### src/rtl/mmio_pkg.sv
`default_nettype none
// ============================================================================
// Module   : mmio_pkg
// Brief    : Shared slot map, state encoding and read-select codes for the
//            Hack MMIO decoder.
// Revision : 1.0
// ============================================================================
package mmio_pkg;

    localparam logic [15:0] RAM_BASE = 16'h0000;
    localparam logic [15:0] RAM_MASK = 16'hC000;
    localparam logic [15:0] LED_BASE = 16'h4000;
    localparam logic [15:0] LED_MASK = 16'hFFF0;
    localparam logic [15:0] KBD_BASE = 16'h6000;
    localparam logic [15:0] KBD_MASK = 16'hFFFF;
    localparam logic [15:0] EXT_BASE = 16'h5000;
    localparam logic [15:0] EXT_MASK = 16'hF000;

    localparam int SEL_W  = 8;
    localparam int WAIT_W = 8;

    // Read-select code that steers no slot, so inM reads back as zero.
    localparam logic [SEL_W-1:0] RD_SEL_NONE = 8'hFF;

    typedef enum logic [0:0] {
        ST_IDLE = 1'b0,
        ST_WAIT = 1'b1
    } state_t;

endpackage
`default_nettype wire

### src/rtl/mmio_slot_match.sv
`default_nettype none
// ============================================================================
// Module   : mmio_slot_match
// Brief    : Per-slot base/mask comparators with lowest-index priority.
// Revision : 1.0
// ============================================================================
module mmio_slot_match
    import mmio_pkg::*;
#(
    parameter int                          ADDR_W    = 16,
    parameter int                          N_SLOTS   = 4,
    parameter logic [N_SLOTS*ADDR_W-1:0]   SLOT_BASE = {EXT_BASE, KBD_BASE, LED_BASE, RAM_BASE},
    parameter logic [N_SLOTS*ADDR_W-1:0]   SLOT_MASK = {EXT_MASK, KBD_MASK, LED_MASK, RAM_MASK}
) (
    input  logic [ADDR_W-1:0]  address,
    output logic [N_SLOTS-1:0] hit,
    output logic [SEL_W-1:0]   hit_idx,
    output logic               any_hit
);

    logic [N_SLOTS-1:0] w_raw_hit;

    for (genvar i = 0; i < N_SLOTS; i++) begin : g_cmp
        assign w_raw_hit[i] = ((address & SLOT_MASK[i*ADDR_W +: ADDR_W])
                               == SLOT_BASE[i*ADDR_W +: ADDR_W]);
    end

    // Scan from the top so the lowest matching index is written last.
    always_comb begin
        hit     = '0;
        hit_idx = RD_SEL_NONE;
        for (int i = N_SLOTS - 1; i >= 0; i--) begin
            if (w_raw_hit[i]) begin
                hit     = '0;
                hit[i]  = 1'b1;
                hit_idx = SEL_W'(i);
            end
        end
    end

    assign any_hit = |w_raw_hit;

endmodule
`default_nettype wire

### src/rtl/mmio_decoder.sv
`default_nettype none
// ============================================================================
// Module   : mmio_decoder
// Brief    : Hack CPU data-port decoder with wait states, timeout and sticky
//            bus-fault capture.
// Revision : 1.0
// ============================================================================
module mmio_decoder
    import mmio_pkg::*;
#(
    parameter int                          ADDR_W    = 16,
    parameter int                          DATA_W    = 16,
    parameter int                          N_SLOTS   = 4,
    parameter logic [N_SLOTS*ADDR_W-1:0]   SLOT_BASE = {EXT_BASE, KBD_BASE, LED_BASE, RAM_BASE},
    parameter logic [N_SLOTS*ADDR_W-1:0]   SLOT_MASK = {EXT_MASK, KBD_MASK, LED_MASK, RAM_MASK},
    parameter int                          WAIT_MAX  = 15
) (
    input  logic                       clk,
    input  logic                       rst_n,
    input  logic [ADDR_W-1:0]          address,
    input  logic                       writeM,
    input  logic                       readM,
    output logic [DATA_W-1:0]          inM,
    output logic                       cpu_stall,
    output logic [N_SLOTS-1:0]         slot_sel,
    output logic                       slot_we,
    input  logic [N_SLOTS*DATA_W-1:0]  slot_rdata,
    input  logic [N_SLOTS-1:0]         slot_ready,
    output logic                       fault,
    output logic [ADDR_W-1:0]          fault_addr,
    output logic [7:0]                 fault_count,
    input  logic                       fault_clear
);

    state_t              r_state;
    state_t              w_next_state;
    logic [WAIT_W-1:0]   r_wait_cnt;
    logic [N_SLOTS-1:0]  r_slot_oh;
    logic [SEL_W-1:0]    r_slot_idx;
    logic                r_is_read;
    logic [ADDR_W-1:0]   r_addr;
    logic [SEL_W-1:0]    r_rd_sel;
    logic                r_rd_valid;

    logic [N_SLOTS-1:0]  w_hit;
    logic [SEL_W-1:0]    w_hit_idx;
    logic                w_any_hit;
    logic                w_access;
    logic [N_SLOTS-1:0]  w_sel;
    logic                w_stall;
    logic                w_complete;
    logic                w_miss;
    logic                w_timeout;
    logic                w_enter_wait;
    logic [SEL_W-1:0]    w_cmp_idx;
    logic                w_cmp_read;
    logic                w_fault_evt;
    logic [ADDR_W-1:0]   w_fault_addr;

    mmio_slot_match #(
        .ADDR_W    (ADDR_W),
        .N_SLOTS   (N_SLOTS),
        .SLOT_BASE (SLOT_BASE),
        .SLOT_MASK (SLOT_MASK)
    ) u_match (
        .address (address),
        .hit     (w_hit),
        .hit_idx (w_hit_idx),
        .any_hit (w_any_hit)
    );

    assign w_access = writeM | readM;

    always_comb begin
        w_next_state = r_state;
        w_sel        = '0;
        w_stall      = 1'b0;
        w_complete   = 1'b0;
        w_miss       = 1'b0;
        w_timeout    = 1'b0;
        w_enter_wait = 1'b0;
        w_cmp_idx    = r_slot_idx;
        w_cmp_read   = r_is_read;
        case (r_state)
            ST_IDLE: begin
                w_cmp_idx  = w_hit_idx;
                w_cmp_read = readM & ~writeM;
                if (w_access) begin
                    if (w_any_hit) begin
                        w_sel = w_hit;
                        if (|(w_hit & slot_ready)) begin
                            w_complete = 1'b1;
                        end else begin
                            w_stall      = 1'b1;
                            w_enter_wait = 1'b1;
                            w_next_state = ST_WAIT;
                        end
                    end else begin
                        w_miss = 1'b1;
                    end
                end
            end
            ST_WAIT: begin
                // The CPU is held, so the latched slot is authoritative here.
                w_sel = r_slot_oh;
                if (|(r_slot_oh & slot_ready)) begin
                    w_complete   = 1'b1;
                    w_next_state = ST_IDLE;
                end else if (r_wait_cnt == WAIT_W'(WAIT_MAX)) begin
                    w_timeout    = 1'b1;
                    w_next_state = ST_IDLE;
                end else begin
                    w_stall = 1'b1;
                end
            end
            default: w_next_state = ST_IDLE;
        endcase
    end

    assign w_fault_evt  = w_miss | w_timeout;
    assign w_fault_addr = (r_state == ST_IDLE) ? address : r_addr;

    // Gated by rst_n so the peripheral sees the select drop asynchronously.
    assign slot_sel  = rst_n ? w_sel : '0;
    assign cpu_stall = rst_n & w_stall;
    assign slot_we   = writeM & (|slot_sel);

    always_ff @(posedge clk or negedge rst_n) begin
        if (!rst_n) begin
            r_state     <= ST_IDLE;
            r_wait_cnt  <= '0;
            r_slot_oh   <= '0;
            r_slot_idx  <= '0;
            r_is_read   <= 1'b0;
            r_addr      <= '0;
            r_rd_sel    <= '0;
            r_rd_valid  <= 1'b0;
            fault       <= 1'b0;
            fault_addr  <= '0;
            fault_count <= '0;
        end else begin
            r_state    <= w_next_state;
            r_rd_valid <= 1'b0;

            if (w_enter_wait) begin
                r_slot_oh  <= w_hit;
                r_slot_idx <= w_hit_idx;
                r_is_read  <= readM & ~writeM;
                r_addr     <= address;
                r_wait_cnt <= WAIT_W'(1);
            end else if (r_state == ST_WAIT && w_stall) begin
                r_wait_cnt <= r_wait_cnt + WAIT_W'(1);
            end

            if (w_complete) begin
                r_rd_valid <= w_cmp_read;
                r_rd_sel   <= w_cmp_idx;
            end else if (w_fault_evt) begin
                r_rd_valid <= 1'b1;
                r_rd_sel   <= RD_SEL_NONE;
            end

            if (w_fault_evt) begin
                fault <= 1'b1;
                if (!fault || fault_clear) begin
                    fault_addr <= w_fault_addr;
                end
                if (fault_count != 8'hFF) begin
                    fault_count <= fault_count + 8'd1;
                end
            end else if (fault_clear) begin
                fault      <= 1'b0;
                fault_addr <= '0;
            end
        end
    end

    always_comb begin
        inM = '0;
        for (int i = 0; i < N_SLOTS; i++) begin
            if (r_rd_valid && (r_rd_sel == SEL_W'(i))) begin
                inM = slot_rdata[i*DATA_W +: DATA_W];
            end
        end
    end

endmodule
`default_nettype wire

### config.mk
export PLATFORM = sky130hd
export DESIGN_NAME = mmio_decoder
export DESIGN_NICKNAME = d
export VERILOG_FILES = /design/src/rtl/mmio_pkg.sv /design/src/rtl/mmio_slot_match.sv /design/src/rtl/mmio_decoder.sv
export SDC_FILE = /design/constraint.sdc
export NUM_CORES = 1
export LEC_CHECK = 0
export ABC_AREA = 1
export BUFFER_PORTS_ARGS = -buffer_cell sky130_fd_sc_hd__buf_2
export CAP_MARGIN = 20
export CELL_PAD_IN_SITES_DETAIL_PLACEMENT = 1
export CELL_PAD_IN_SITES_GLOBAL_PLACEMENT = 2
export CORE_MARGIN = 3
export CORE_UTILIZATION = 25
export CTS_BUF_LIST = sky130_fd_sc_hd__clkbuf_8
export DETAILED_ROUTE_END_ITERATION = 16
export PLACE_DENSITY_LB_ADDON = 0.1
export SETUP_SLACK_MARGIN = 0.15
export SYNTH_ARGS = -nofsm -noshare
export SYNTH_HDL_FRONTEND = slang
export SYNTH_SLANG_ARGS = --single-unit
### constraint.sdc
create_clock -name clk -period 1.4 [get_ports clk]
set_input_delay 0.14 -clock clk [delete_from_list [all_inputs] [get_ports clk]]
set_output_delay 0.14 -clock clk [all_outputs]
set_load 0.02 [all_outputs]
Yosys cells after proc, flatten, opt, wreduce, memory -nomap -nowiden
Index checks and enable logic that the tools add are counted.
{ "word_totals": {"output_inout_bits": 47, "ff_bits": 72, "input_bits": 89} }
{ "classes": {"n_eq_ne": 9, "mux": 48, "n_bitwise": 9, "reduce_logical": 18, "add_sub_neg": 2} }
{ "op_table": {"columns": ["op", "count"], "rows": [
  ["16-bit 2-to-1 mux", 8],
  ["8-bit 2-to-1 mux", 9],
  ["4-bit 2-to-1 mux", 7],
  ["1-bit 2-to-1 mux", 21],
  ["8-bit by 1-bit adder with 8-bit output, second input constant", 2],
  ["16-bit by 15-bit equality test with 1-bit output, second input constant", 1],
  ["8-bit by 2-bit equality test with 1-bit output, second input constant", 2],
  ["16-bit zero test", 1],
  ["4-bit OR reduction", 4],
  ["12-bit by 11-bit equality test with 1-bit output, second input constant", 1],
  ["4-bit bitwise AND", 2],
  ["8-bit by 1-bit equality test with 1-bit output, second input constant", 1],
  ["8-bit by 4-bit equality test with 1-bit output, second input constant", 1],
  ["8-bit zero test", 1],
  ["8-bit inequality test, second input constant", 1],
  ["4-bit one-hot mux with 2 select lines", 1],
  ["2-bit nonzero test", 3],
  ["1-bit logical AND", 5],
  ["4-bit by 3-bit equality test with 1-bit output, second input constant", 1],
  ["1-bit one-hot mux with 2 select lines", 2],
  ["2-bit AND reduction", 2],
  ["1-bit bitwise AND", 3],
  ["2-bit by 1-bit inequality test with 1-bit output, second input constant", 1],
  ["1-bit NOT", 2],
  ["other kinds (3)", 4]
]} }

Logic depth before layout (Yosys ltp)
{ "logic_depth": {"ltp_word": 14, "mapped_depth": 13, "ltp_nobuf": 13} }

Hierarchy
Synthesis repeated with hierarchy kept, for this count alone.
{ "hier_totals": {"hier_cells": 640, "area_unflattened_um2": 4594.4} }
{ "modules_own_cells": {"columns": ["mod", "area_each_um2", "cells_per_inst", "instances", "seq_area_each_um2"], "rows": [
  ["mmio_decoder", 4394.2, 599, 1, 1801.7],
  ["mmio_slot_match", 200.2, 41, 1, 0.0]
]} }

Worst setup path after synthesis
No wires, ideal clock.
{ "synth_timing": {"path_kind": "reg2out", "start": "register r_rd_sel[6]", "end": "output port inM[0]", "path_stages_with_launch": 5, "setup_slack_ps": -296, "required_time_ps": 1260, "arrival_time_ps": 1556, "n_path_buf": 1, "cell_sequence": "dfrtp_1 nor2_1 nand3_1 clkbuf_1 o21ai_0"} }
{ "synth_between": {"elab_chain_len": 6, "word_cells_on_any_way": 12, "cone_classes": "3 x eq/ne; 4 x mux; 5 x reduce/logical"} }
{ "synth_rtl": {"columns": ["item", "line_no", "text"], "rows": [
  ["start, declared", "mmio_decoder.sv:42", "logic [SEL_W-1:0] r_rd_sel;"],
  ["start signal, assigned", "mmio_decoder.sv:157", "r_rd_sel <= w_cmp_idx;"],
  ["8-bit zero test", "mmio_decoder.sv:181", "if (r_rd_valid && (r_rd_sel == SEL_W'(i))) begin"],
  ["1-bit logical AND", "mmio_decoder.sv:181", null],
  ["16-bit 2-to-1 mux (3 in series)", "mmio_decoder.sv:181", null],
  ["16-bit 2-to-1 mux *", "mmio_decoder.sv:181", null],
  ["end, declared", "mmio_decoder.sv:23", "output logic [DATA_W-1:0] inM,"]
]} }
Mark *: on every way between the ends. The rest lies on a longest branch, timed or not.

Final worst setup path
{ "layout_timing": {"start": "register r_rd_sel[6]", "end": "output port inM[6]"} }
Same word-level chain as after synthesis.

==> impl_metrics.toml <==
[sta]
slew_headroom_pct = 49.6
finClkSkew_ns = 0.0160
setup_tns_ns = -24.08
setup_viol = 84
finalCritPeriodShare_pct = 129
maxSlewViolCount = 0
rsz0062_at_grt = "true"
finalHoldViolations = 0
setup_ws_ns = -0.410
worst_pin_slew_ns = 0.756
period_needed_ns = 1.81
fmax_mhz = 552

[power_and_ir_drop]
swShare_pct = 43.5
p_clk_share_pct = 14.5
p_leak_nw = 3.30
vdd_drop_max_mv = 0.568
power.internal_mw = 6.62
p_comb_share_pct = 59.1
power_density_nw_per_um2 = 1740
p_switching_mw = 5.11
seqPwrFrac_pct = 26.4

[critical_path]
reg2reg_from = "r_state"
r2r_cells = 11
startpoint = "r_rd_sel[6]"
worst-path-max-fanout = 6
crit_path_start_kind = "register"
r2r-end = "r_addr[6]"
slowest_stage = "dfrtp_1"
crit_type = "register to output port"
r2r_slack_ns = -0.33
required_ns = 1.26
worst_path_most_repeated_cell = "nor2_4"
crit_path_end_kind = "output port"
cpPeakStageDelay_ns = 0.41
path_buf_inv = 3
cp_cell_sequence = "nor2_4, buf_6, nand2_4, nor2_4, inv_4, o22ai_2, a31oi_4, buf_2"
cpLargestDelayFamily = "flip-flops"
arrival_ns = 1.67

[flow_run]
drv_cap = 0

[synthesis]
ys_seq_area_share_pct = 41.5
netlist_area_um2 = 3740
synth_area_per_cell_um2 = 7.37
synth_seq_cells = 62
syn_nets = 599
syn_inst = 508
yosys_warnings = 0
synth_cell_types = 32

[worst_hold_path]
holdPathEnd = "r_slot_oh[0]"
holdCritStartpoint = "address[14]"
min_path_type = "input port to register"
min_path_cells = 2

[global_route]
grt_pass1_vias = 4500
grt_pass1_wl_mm = 22.8
grt_max_degree = 55
grt_overflow = 0
grtUsageTotal_pct = 17.4
antenna_found_initial = 1

[layout]
layout_commonest_cell = "buf_2"
area_delta_synth_final_pct = 79.6
fin_nets = 823
antenna_cells = 0
mostFrequentLayoutCells = "buf_2 (111), nand2_1 (103), buf_4 (68)"
drive_above_1_share_pct = 56.3
fillers = 1735

[clock_tree]
cts_tree = "yes"
htreeDepth = 3
cts_buffers = 9
clk_latency_ns = 0.37
clockBufferDepth = 2
clk_pin_slew_ns = 0.08
clock_sinks = 62
cts_root_buf = "clkbuf_8"

[floorplanning]
die_x_um = 128
start_util_pct = 25.7
die_area_um2 = 16500
dieHeight_um = 128
pin_count = 136
std_cell_rows = 44
core_um2 = 14600

[route]
drc_errors = 0
vias = 4247
drt_iter0_drc = 107
vias_per_cell = 4.61
wl_mm = 14.2
drtAntennaViolNets = 0
first_pass_iters = 4
wire_per_inst_um = 15.4

[place]
gp_congestion = 0.800
dp_hpwl_mm = 10.2
io_buffers = 135
pre_cts_ws_ns = -0.280

[run_status]
outcome = "finished with violations"
violations = "setup timing"
==> kinds of logic after synthesis <==
logic type / after synthesis / synth area share (%)
adders and majority gates: 2 / 0.669
and+or+nand+nor: 241 / 29.3
xor gates and xnor gates: 9 / 2.11
AOI/OAI and AO/OA: 101 / 15.6
DFF: 62 / 41.5
buffers and inverters: 93 / 10.8
==> flip-flops by register name, summed over array words and instances, names as in the netlist <==
signal and flops:
r_wait_cnt 8, r_is_read 1, r_addr 16, r_slot_oh 4, r_slot_idx 3, fault_count 8, fault 1, r_rd_sel 3
r_rd_valid 1, fault_addr 16, r_state 1
==> synthesized netlist by cell type, drive strengths merged <==
library cell / n / share of area (%)
a21oi: 14 / 2.0
nand2: 148 / 16
nand3: 37 / 5.4
nand4: 15 / 2.5
xor2: 3 / 0.70
nor2: 36 / 4.4
clkbuf: 7 / 0.70
dfrtp: 62 / 41
o22ai: 16 / 2.7
a31oi: 7 / 1.2
ha: 2 / 0.67
xnor2: 6 / 1.4
inv: 76 / 7.8
nor3: 5 / 0.94
o21ai: 62 / 9.4
o21bai: 2 / 0.40
buf: 10 / 2.4
==> area by class of cell <==
cell class	instances	area, µm²	area share [%]
Timing Repair Buffer	229	1780	26.5
Multi-Input combinational cell	354	2630	39.0
Clock buffer	10	138	2.05
Tap cell	184	230	3.42
Sequential cell	62	1560	23.2
Inverter	76	318	4.73
Clock inverter	6	71.3	1.06
==> what timing repair did <==
action / in CTS / in global routing
hold buffers: 1 / 0
endpoints found under the setup margin: 87 / 87
cloned: 4 / 1
setup buffers: 13 / 9
pin swaps: 7 / 13
hold endpoints to repair: 8 / 0
resized for setup: 109 / 103
==> power groups by stage <==
stage / combinational (mW) / clock, mW / sequential [mW]
floorplan: 2.96 / 0 / 3.31
global placement: 5.18 / 0 / 2.98
detailed placement: 5.28 / 0 / 3.01
CTS: 6.13 / 1.77 / 3.01
global route: 7.55 / 1.85 / 3.21
finish: 6.93 / 1.70 / 3.09
==> through the flow <==
stage	power, mW	util [%]	hold WS (ns)	instances	instance area, µm²
floorplan	6.27	-	-0.156	508	4130
global placement	8.16	37.3	-0.0161	877	5440
detailed placement	8.29	37.3	-0.0179	877	5440
CTS	10.9	42.6	0.0168	911	6220
global route	12.6	46.1	0.0194	921	6720
finish	11.7	46.1	0.0359	921	6720
==> per-layer routing <==
metal | track usage, % | wire, µm
met5 | 0 | 13
met4 | 6.99 | 316
met3 | 3.82 | 862
met2 | 28.6 | 6780
met1 | 22.2 | 6250
==> worst max path at each step <==
stage / end / cells after the start / slack [ns]
after floorplan: cpu_stall / 10 / -0.005
after CTS: inM[12] / 8 / -0.46
final: inM[6] / 8 / -0.41
after detailed placement: r_slot_oh[1] / 12 / -0.28
after global routing: inM[4] / 7 / -0.51
after global placement: r_slot_oh[1] / 12 / -0.25
No activity file was read; power rests on OpenSTA's default activity.
